## src/rtl/mmio_pkg.sv

```systemverilog
// Shared constants for the MMIO controller: window base, register offsets,
// status bit positions and the TX sequencer state encoding.
package mmio_pkg;

  localparam logic [31:0] MMIO_BASE_DEFAULT = 32'h8000_0000;

  localparam logic [7:0] OFS_STATUS = 8'h00;
  localparam logic [7:0] OFS_RX     = 8'h04;
  localparam logic [7:0] OFS_TX     = 8'h08;
  localparam logic [7:0] OFS_CYC    = 8'h10;
  localparam logic [7:0] OFS_INST   = 8'h14;
  localparam logic [7:0] OFS_CRST   = 8'h18;

  localparam int STAT_TX_FREE  = 0;
  localparam int STAT_RX_AVAIL = 1;

  typedef enum logic {
    TX_IDLE = 1'b0,
    TX_SEND = 1'b1
  } tx_state_t;

endpackage

```

## src/rtl/mmio_rx_fifo.sv

```systemverilog
// Synchronous RX byte FIFO; pointers carry one extra wrap bit so that
// full and empty are distinguished without a separate count.
module mmio_rx_fifo #(
  parameter int DEPTH = 8
) (
  input  logic       clk,
  input  logic       rst,
  input  logic       push,
  input  logic       pop,
  input  logic [7:0] din,
  output logic [7:0] head,
  output logic       full,
  output logic       empty
);

  localparam int AW = $clog2(DEPTH);

  logic [7:0]  mem [DEPTH];
  logic [AW:0] wr_ptr;
  logic [AW:0] rd_ptr;

  assign empty = (wr_ptr == rd_ptr);
  assign full  = (wr_ptr[AW] != rd_ptr[AW]) && (wr_ptr[AW-1:0] == rd_ptr[AW-1:0]);
  assign head  = mem[rd_ptr[AW-1:0]];

  always_ff @(posedge clk) begin
    if (!rst) begin
      wr_ptr <= '0;
      rd_ptr <= '0;
    end else begin
      if (push && !full)  wr_ptr <= wr_ptr + 1'b1;
      if (pop && !empty)  rd_ptr <= rd_ptr + 1'b1;
    end
  end

  // Storage is not reset: an entry is only visible once its write pointer passed it.
  always_ff @(posedge clk) begin
    if (push && !full) mem[wr_ptr[AW-1:0]] <= din;
  end

endmodule

```

## src/rtl/mmio_uart_ctrl.sv

```systemverilog
// MMIO window beside dmem: UART TX sequencer, RX FIFO, cycle/instret counters,
// and a registered load-data path with dmem-equivalent 1-cycle latency.
module mmio_uart_ctrl
  import mmio_pkg::*;
#(
  parameter int          RX_DEPTH  = 8,
  parameter logic [31:0] MMIO_BASE = MMIO_BASE_DEFAULT
) (
  input  logic        clk,
  input  logic        rst,
  input  logic        req_valid,
  input  logic        req_we,
  input  logic [31:0] req_addr,
  input  logic [31:0] req_wdata,
  output logic [31:0] rdata,
  input  logic        inst_retired,
  input  logic [7:0]  uart_rx_data,
  input  logic        uart_rx_valid,
  output logic        uart_rx_ready,
  output logic [7:0]  uart_tx_data,
  output logic        uart_tx_valid,
  input  logic        uart_tx_ready
);

  tx_state_t   state, state_next;
  logic [31:0] cyc_cnt;
  logic [31:0] inst_cnt;
  logic [7:0]  ofs;
  logic        in_win, ld, st;
  logic        fifo_full, fifo_empty, fifo_push, fifo_pop;
  logic [7:0]  fifo_head;
  logic        tx_load, cnt_clr;
  logic        unused_bits;

  assign unused_bits = ^{req_wdata[31:8], req_addr[1:0]};

  assign ofs    = {req_addr[7:2], 2'b00};
  assign in_win = req_valid && (req_addr[31:8] == MMIO_BASE[31:8]);
  assign ld     = in_win && !req_we;
  assign st     = in_win && req_we;

  assign fifo_push     = uart_rx_valid && !fifo_full;
  assign fifo_pop      = ld && (ofs == OFS_RX) && !fifo_empty;
  assign uart_rx_ready = !fifo_full;

  assign tx_load = st && (ofs == OFS_TX) && (state == TX_IDLE);
  assign cnt_clr = st && (ofs == OFS_CRST);

  mmio_rx_fifo #(.DEPTH(RX_DEPTH)) u_rx_fifo (
    .clk   (clk),
    .rst   (rst),
    .push  (fifo_push),
    .pop   (fifo_pop),
    .din   (uart_rx_data),
    .head  (fifo_head),
    .full  (fifo_full),
    .empty (fifo_empty)
  );

  always_comb begin
    state_next    = state;
    uart_tx_valid = 1'b0;
    case (state)
      TX_IDLE: if (tx_load) state_next = TX_SEND;
      TX_SEND: begin
        uart_tx_valid = 1'b1;
        if (uart_tx_ready) state_next = TX_IDLE;
      end
      default: state_next = TX_IDLE;
    endcase
  end

  always_ff @(posedge clk) begin
    if (!rst) begin
      state        <= TX_IDLE;
      uart_tx_data <= '0;
    end else begin
      state <= state_next;
      if (tx_load) uart_tx_data <= req_wdata[7:0];
    end
  end

  // Counter clear takes priority over the increment in the same cycle.
  always_ff @(posedge clk) begin
    if (!rst || cnt_clr) begin
      cyc_cnt  <= '0;
      inst_cnt <= '0;
    end else begin
      cyc_cnt  <= cyc_cnt + 32'd1;
      inst_cnt <= inst_cnt + 32'(inst_retired);
    end
  end

  // Load data samples pre-update state, so a read sees values before this edge.
  always_ff @(posedge clk) begin
    if (!rst) begin
      rdata <= '0;
    end else if (ld) begin
      case (ofs)
        OFS_STATUS: begin
          rdata                <= '0;
          rdata[STAT_TX_FREE]  <= (state == TX_IDLE);
          rdata[STAT_RX_AVAIL] <= !fifo_empty;
        end
        OFS_RX:   rdata <= fifo_empty ? 32'd0 : {24'd0, fifo_head};
        OFS_CYC:  rdata <= cyc_cnt;
        OFS_INST: rdata <= inst_cnt;
        default:  rdata <= '0;
      endcase
    end
  end

endmodule

```

## config.mk

```make
export PLATFORM = sky130hd
export DESIGN_NAME = mmio_uart_ctrl
export DESIGN_NICKNAME = d
export VERILOG_FILES = /design/src/rtl/mmio_pkg.sv /design/src/rtl/mmio_rx_fifo.sv /design/src/rtl/mmio_uart_ctrl.sv
export SDC_FILE = /design/constraint.sdc
export NUM_CORES = 1
export LEC_CHECK = 0
export CAP_MARGIN = 20
export CELL_PAD_IN_SITES_DETAIL_PLACEMENT = 0
export CELL_PAD_IN_SITES_GLOBAL_PLACEMENT = 1
export CORE_MARGIN = 2
export CORE_UTILIZATION = 43
export CTS_CLUSTER_DIAMETER = 150
export DETAILED_ROUTE_END_ITERATION = 8
export GPL_TIMING_DRIVEN = 0
export PLACE_DENSITY_LB_ADDON = 0.1
export SLEW_MARGIN = 15
export SYNTH_ARGS = -nofsm -noshare
export SYNTH_HDL_FRONTEND = slang
export SYNTH_HIERARCHICAL = 1
export SYNTH_SLANG_ARGS = --single-unit
```

## constraint.sdc

```tcl
create_clock -name clk -period 8 [get_ports clk]
set_input_delay 1.6 -clock clk [delete_from_list [all_inputs] [get_ports clk]]
set_output_delay 1.6 -clock clk [all_outputs]
set_load 0.02 [all_outputs]
```

==> results of run 1 <==
-- final cells by class --
class,count,area (sq um)
inverters,13,48.80
clock buffers,17,425.4
multi-input cells,492,3501
plain buffers,44,222.7
fillers,1564,8203
clock inverters,15,188.9
flip-flops and latches,180,4244
repair buffers,99,965.9
well taps,229,286.5
-- power groups by stage --
stage / logic (mW) / clock network, mW / registers [mW]
5_1_grt: 0.0984 / 0.907 / 0.962
2_1_floorplan: 0.0425 / 0 / 0.981
6_report: 0.0892 / 0.848 / 0.961
3_3_place_gp: 0.0851 / 0 / 0.982
4_1_cts: 0.0902 / 0.866 / 0.961
3_5_place_dp: 0.0898 / 0 / 0.982
-- state kept, by name, summed over array words and instances (netlist names), named ones only --
| signal | flops |
|---|---|
| u_rx_fifo/mem | 64 |
| cyc_cnt | 32 |
| inst_cnt | 32 |
| rdata | 32 |
| uart_tx_data | 8 |
| u_rx_fifo/rd_ptr | 4 |
| u_rx_fifo/wr_ptr | 4 |
| state | 1 |
-- logic make-up (layout without fill, tap and decap cells) --
kind of cell             Yosys count  after routing
multiplexers                      38             38
AND/OR/NAND/NOR                  293            293
buffers and inverters             57            188
adder cells (fa/ha/maj)            5              5
XOR/XNOR                          68             68
flip-flops                       180            180
AO/OA/AOI/OAI                     88             88
-- final timing paths --
kind | start | endpoint | slack (ns) | depth (start not counted)
setup / recovery | req_addr[9] | u_rx_fifo/rd_ptr[3]$_SDFFE_PN0P_ | 3.67 | 8
hold / removal | uart_tx_data[6]$_SDFFE_PN0P_ | uart_tx_data[6]$_SDFFE_PN0P_ | 0.46 | 2
setup reg to reg | u_rx_fifo/wr_ptr[0]$_SDFFE_PN0P_ | u_rx_fifo/mem[7][0]$_DFFE_PP_ | 5.27 | 6
hold reg to reg | uart_tx_data[6]$_SDFFE_PN0P_ | uart_tx_data[6]$_SDFFE_PN0P_ | 0.46 | 2
-- per-layer routing --
| metal | global-route usage | up-vias |
|---|---|---|
| met5 | 0 | - |
| met4 | 0.07230 | 0 |
| met3 | 0.03590 | 26 |
| met2 | 0.3444 | 110 |
| met1 | 0.2424 | 2861 |
| li1 | - | 2895 |
-- synthesized netlist by cell type (all sizes together), types with 3 or more instances --
library cell and count:
xnor2 30, ha 5, mux4 16, nand4 18
clkbuf 18, o21ai 8, nand3 41, mux2 9
buf 26, a22oi 31, edfxtp 64, or2 4
nor3 9, inv 12, a21oi 10, nor4b 6
a211oi 30, nor2 119, nand2 40, and3 12
dfxtp 116, and4 3, nor4 22, mux2i 13
nand2b 9, xor2 38
-- per-stage QoR --
| step | total power, mW | area (sq um) | utilization | instances | hold WS, ns |
|---|---|---|---|---|---|
| 2_1_floorplan | 1.024 | 7980 | - | 729 | 0.4300 |
| 3_3_place_gp | 1.067 | 9198 | 0.5085 | 1051 | 0.4378 |
| 3_5_place_dp | 1.072 | 9269 | 0.5125 | 1057 | 0.4562 |
| 4_1_cts | 1.917 | 9883 | 0.5465 | 1089 | 0.4674 |
| 5_1_grt | 1.968 | 9883 | 0.5465 | 1089 | 0.4876 |
| 6_report | 1.899 | 9883 | 0.5465 | 1089 | 0.4647 |
-- critical path, stage by stage --
cell	delay (ns)
clkdlybuf4s50_1	0.40
nor4b_1	0.30
nand4_1	0.26
nor3_2	0.69
nor4b_1	0.75
nand4_1	0.25
a311o_1	0.36
o211ai_1	0.08
==> flow_summary.toml, run 1 <==
[routing]
ant_nets = 0
wl_met2_um = 9479
routed_wl_um = 18710
drc_errors = 0
via_per_inst = 5.410
wl_met1_um = 8240
wl_met3_um = 581
top_layer = "met4"
first_pass_iters = 5
drt_iter0_markers = 303
wl_per_cell_um = 17.18
vias = 5892

[power_and_ir_drop]
vdd_ir_drop_max_uv = 225.6
p_leak_nw = 3.242
p_int_mw = 1.427
p_per_area_mw_per_mm2 = 192.1
power_frac_seq = 0.506
comb_power_share = 0.047
p_clk_frac = 0.447
netSwitchingPower_mw = 0.4714
p_sw_frac = 0.2483

[finish]
layout_common_cells = "nor2_1, dfxtp_1, clkdlybuf4s50_1"
drive_gt1_frac = 0.1058
insertedDiodeCount = 0
syn_to_final_growth_pct = 23.85
nets = 931
layout_commonest_cell = "nor2_1"

[logic_synthesis]
syn_avg_cell_area_sq_um = 10.95
synth-seq-cells = 180
synth_compound_area_frac = 0.08075
yosysTopAreaCell = "dfxtp_1"
ys_async_sr_fraction = 0
synthTopCellsByArea = "dfxtp_1, edfxtp_1, nor2_1"
synth_area_sq_mm = 0.007980
synth_nets = 813
synth_top_family_by_area = "simple AND/OR/NAND/NOR gates"
ys_warn_count = 6
yosysUniqueCellTypes = 52
synth_edf_count = 64
synth_xor_area_frac = 0.07557
synth_top_area_frac = 0.2910
synthMuxAreaShare = 0.08169
synth_ff_type = "dfxtp_1"
synthSimpleGateAreaFrac = 0.1883
synthCells = 729
yosysSeqAreaShare = 0.5318
synth-adder-area-share = 0.007839

[clocking]
clk_latency_ns = 0.44
cts_tree = "done"
cts_sinks = 180
cts_made_buffers = 17
hold_buffers = 0
h-tree-depth = 4
postCtsSetupBuffers = 0
clock-root-buffer = "clkbuf_16"
path_clk_slew_ns = 0.08
post_cts_resized = 0
cts_max_path_buffers = 2

[sta]
rsz0062_at_grt = "no"
period_share = 0.5417
max_freq_mhz = 230.8
finalWorstPathRequiredPeriod_ns = 4.333
finalSetupTns_ns = 0
final-max-slew-violation-count = 0
finalHoldViolations = 0
finalSetupViolations = 0
fin_ws_ns = 3.667
worst_pin_slew_ns = 1.035
relSlewSlack = 0.3034
clock_skew_ns = 0.01075

[global_route]
grt_start_max_net_pins = 22
grt_pass1_vias = 5936
grt_antenna_before_repair = 0
grt_pass1_wl_um = 30550
globalRouteTotalUtil = 0.1965
overflow = 0

[min_path]
hp-class = "flop to flop"

[floorplanning]
placementRows = 49
core-area_sq_mm = 0.01809
die_area_sq_mm = 0.01966
die_x_um = 140.2
die_h_um = 140.2
io-pin-count = 121
start_util = 0.4412

[worst_setup_path]
cp.arrival_ns = 4.70
cp-end-kind = "flop"
cp_max_fo = 10
crit_required_ns = 8.37
critPathLaunchType = "input pin"
worstSetupPathType = "input pin to flop"

[placement]
place_ws_ns = 3.244
place.gp.congestion = 0.8208
numPortBuffers = 93
hpwl_um = 14030

[status]
status = "finished clean"

[flow_run]
max-cap-violations = 0
Power figures use the tool's default switching activity.
==> run 2: changes to the inputs <==
Clock period 8 ns to 4.4 ns, I/O delays scaled along.
==> results of run 2 <==
The final DEF is identical to that of run 1. Status: finished clean.
Among the figures that moved: setup slack after placement 3.244 ns -> 0.3643 ns; setup slack after layout 3.667 ns -> 0.7868 ns; register-to-register setup slack 5.27 ns -> 1.67 ns; total power 1.899 mW -> 3.452 mW; worst IR drop on VDD 225.6 uV -> 410.1 uV
==> run 3: changes to the inputs <==
Clock period 4.4 ns to 3.6 ns, I/O delays scaled along.
==> flow_summary.toml, run 3 (synthesis gave the netlist of run 1 again) <==
[worst_setup_path]
timing.rr.end = "u_rx_fifo/mem[7][0]$_DFFE_PP_"
timing.rr.start = "u_rx_fifo/wr_ptr[0]$_SDFFE_PN0P_"
crit_required_ns = 3.97
reg2reg_setup_slack_ns = 0.88
critPathLaunchType = "input pin"
cp_max_fo = 10
reg2reg_depth = 6
worstSetupPathType = "input pin to flop"
cp-end-kind = "flop"
cp.arrival_ns = 3.55

[power_and_ir_drop]
p_leak_nw = 3.242
finalPower_mw = 4.220
p_clk_frac = 0.447
netSwitchingPower_mw = 1.049
p_per_area_mw_per_mm2 = 426.7
power_frac_seq = 0.506
p_int_mw = 3.171
comb_power_share = 0.047
p_sw_frac = 0.2485
vdd_ir_drop_max_uv = 502.3

[floorplanning]
core-area_sq_mm = 0.01809
die_x_um = 140.2
io-pin-count = 121
start_util = 0.4412
die_area_sq_mm = 0.01966
die_h_um = 140.2
placementRows = 49

[placement]
numPortBuffers = 93
hpwl_um = 14030
place.gp.congestion = 0.8208
place_area_sq_mm = 0.009269
place_ws_ns = -0.2757

[routing]
wl_per_cell_um = 17.19
vias = 5882
first_pass_iters = 5
drt_iter0_markers = 308
routed_wl_um = 18720
ant_nets = 0
via_per_inst = 5.401
drc_errors = 0

[clocking]
postCtsSetupBuffers = 0
path_clk_slew_ns = 0.08
hold_buffers = 0
h-tree-depth = 4
cts_made_buffers = 17
cts_tree = "done"
post_cts_resized = 0
cts_max_path_buffers = 2
clock-root-buffer = "clkbuf_16"
clk_latency_ns = 0.44
cts_sinks = 180

[sta]
max_freq_mhz = 314.2
final-max-slew-violation-count = 0
worst_pin_slew_ns = 1.036
holdWs_ns = 0.4643
finalSetupViolations = 0
rsz0062_at_grt = "no"
finalWorstPathRequiredPeriod_ns = 3.182
period_share = 0.8840
clock_skew_ns = 0.01070
finalHoldViolations = 0
fin_ws_ns = 0.4177
relSlewSlack = 0.3029

[min_path]
hp-start = "uart_tx_data[6]$_SDFFE_PN0P_"
hp-class = "flop to flop"
hold_depth = 2
hold_end = "uart_tx_data[6]$_SDFFE_PN0P_"

[global_route]
grt_pass1_vias = 5936
overflow = 0
grt_pass1_wl_um = 30550
grt_start_max_net_pins = 22
globalRouteTotalUtil = 0.1965
grt_antenna_before_repair = 0

[finish]
drive_gt1_frac = 0.1070
nets = 931
insertedDiodeCount = 0
layout_commonest_cell = "nor2_1"
syn_to_final_growth_pct = 23.93
largest_reg_flops = 64
final_util = 0.5468
layout_common_cells = "nor2_1, dfxtp_1, clkdlybuf4s50_1"
finish.instance_area_sq_mm = 0.009889

[flow_run]
max-cap-violations = 0

[status]
status = "finished clean"
run 3: cell counts in the layout (fill, tap and decap cells not counted):
No cell type changed its count.
run 3: worst max path at each step:
stage / end / startpoint
after global routing: u_rx_fifo/rd_ptr[3]$_SDFFE_PN0P_ / req_addr[9]
after global placement: u_rx_fifo/rd_ptr[3]$_SDFFE_PN0P_ / req_addr[12]
after floorplan: u_rx_fifo/rd_ptr[3]$_SDFFE_PN0P_ / req_addr[9]
after detailed placement: u_rx_fifo/rd_ptr[3]$_SDFFE_PN0P_ / req_addr[9]
final: u_rx_fifo/rd_ptr[3]$_SDFFE_PN0P_ / req_addr[9]
after CTS: u_rx_fifo/rd_ptr[3]$_SDFFE_PN0P_ / req_addr[9]
run 3: power by group through the flow:
stage | Combinational, mW | Clock, mW | Sequential (mW)
after floorplan | 0.0945 | 0 | 2.18
after global placement | 0.189 | 0 | 2.18
after detailed placement | 0.200 | 0 | 2.18
after CTS | 0.201 | 1.92 | 2.14
after global routing | 0.219 | 2.02 | 2.14
final | 0.199 | 1.89 | 2.14
run 3: per-layer routing:
layer	global-route usage	up-vias	routed length, um
li1	-	2893	-
met1	0.2424	2862	8276
met2	0.3444	101	9486
met3	0.03590	26	547
met4	0.07230	0	409
met5	0	-	0
run 3: worst max-delay path, stage by stage:
cell,delay [ns]
clkdlybuf4s50_1,0.40
nor4b_1,0.30
nand4_1,0.26
nor3_2,0.69
nor4b_2,0.54
nand4_1,0.21
a311o_1,0.35
o211ai_1,0.08
run 3: cell type report:
class | instances | area [sq um]
Clock buffer | 17 | 425.4
Multi-Input combinational cell | 492 | 3507
Timing Repair Buffer | 99 | 965.9
Clock inverter | 15 | 188.9
Sequential cell | 180 | 4244
Buffer | 44 | 222.7
Fill cell | 1561 | 8197
Tap cell | 229 | 286.5
Inverter | 13 | 48.80
run 3: per-stage QoR:
stage | std cells | TNS [ns]
after global placement | 1051 | -0.9963
after floorplan | 729 | 0
after CTS | 1089 | 0
after global routing | 1089 | 0
final | 1089 | 0
after detailed placement | 1057 | -1.056
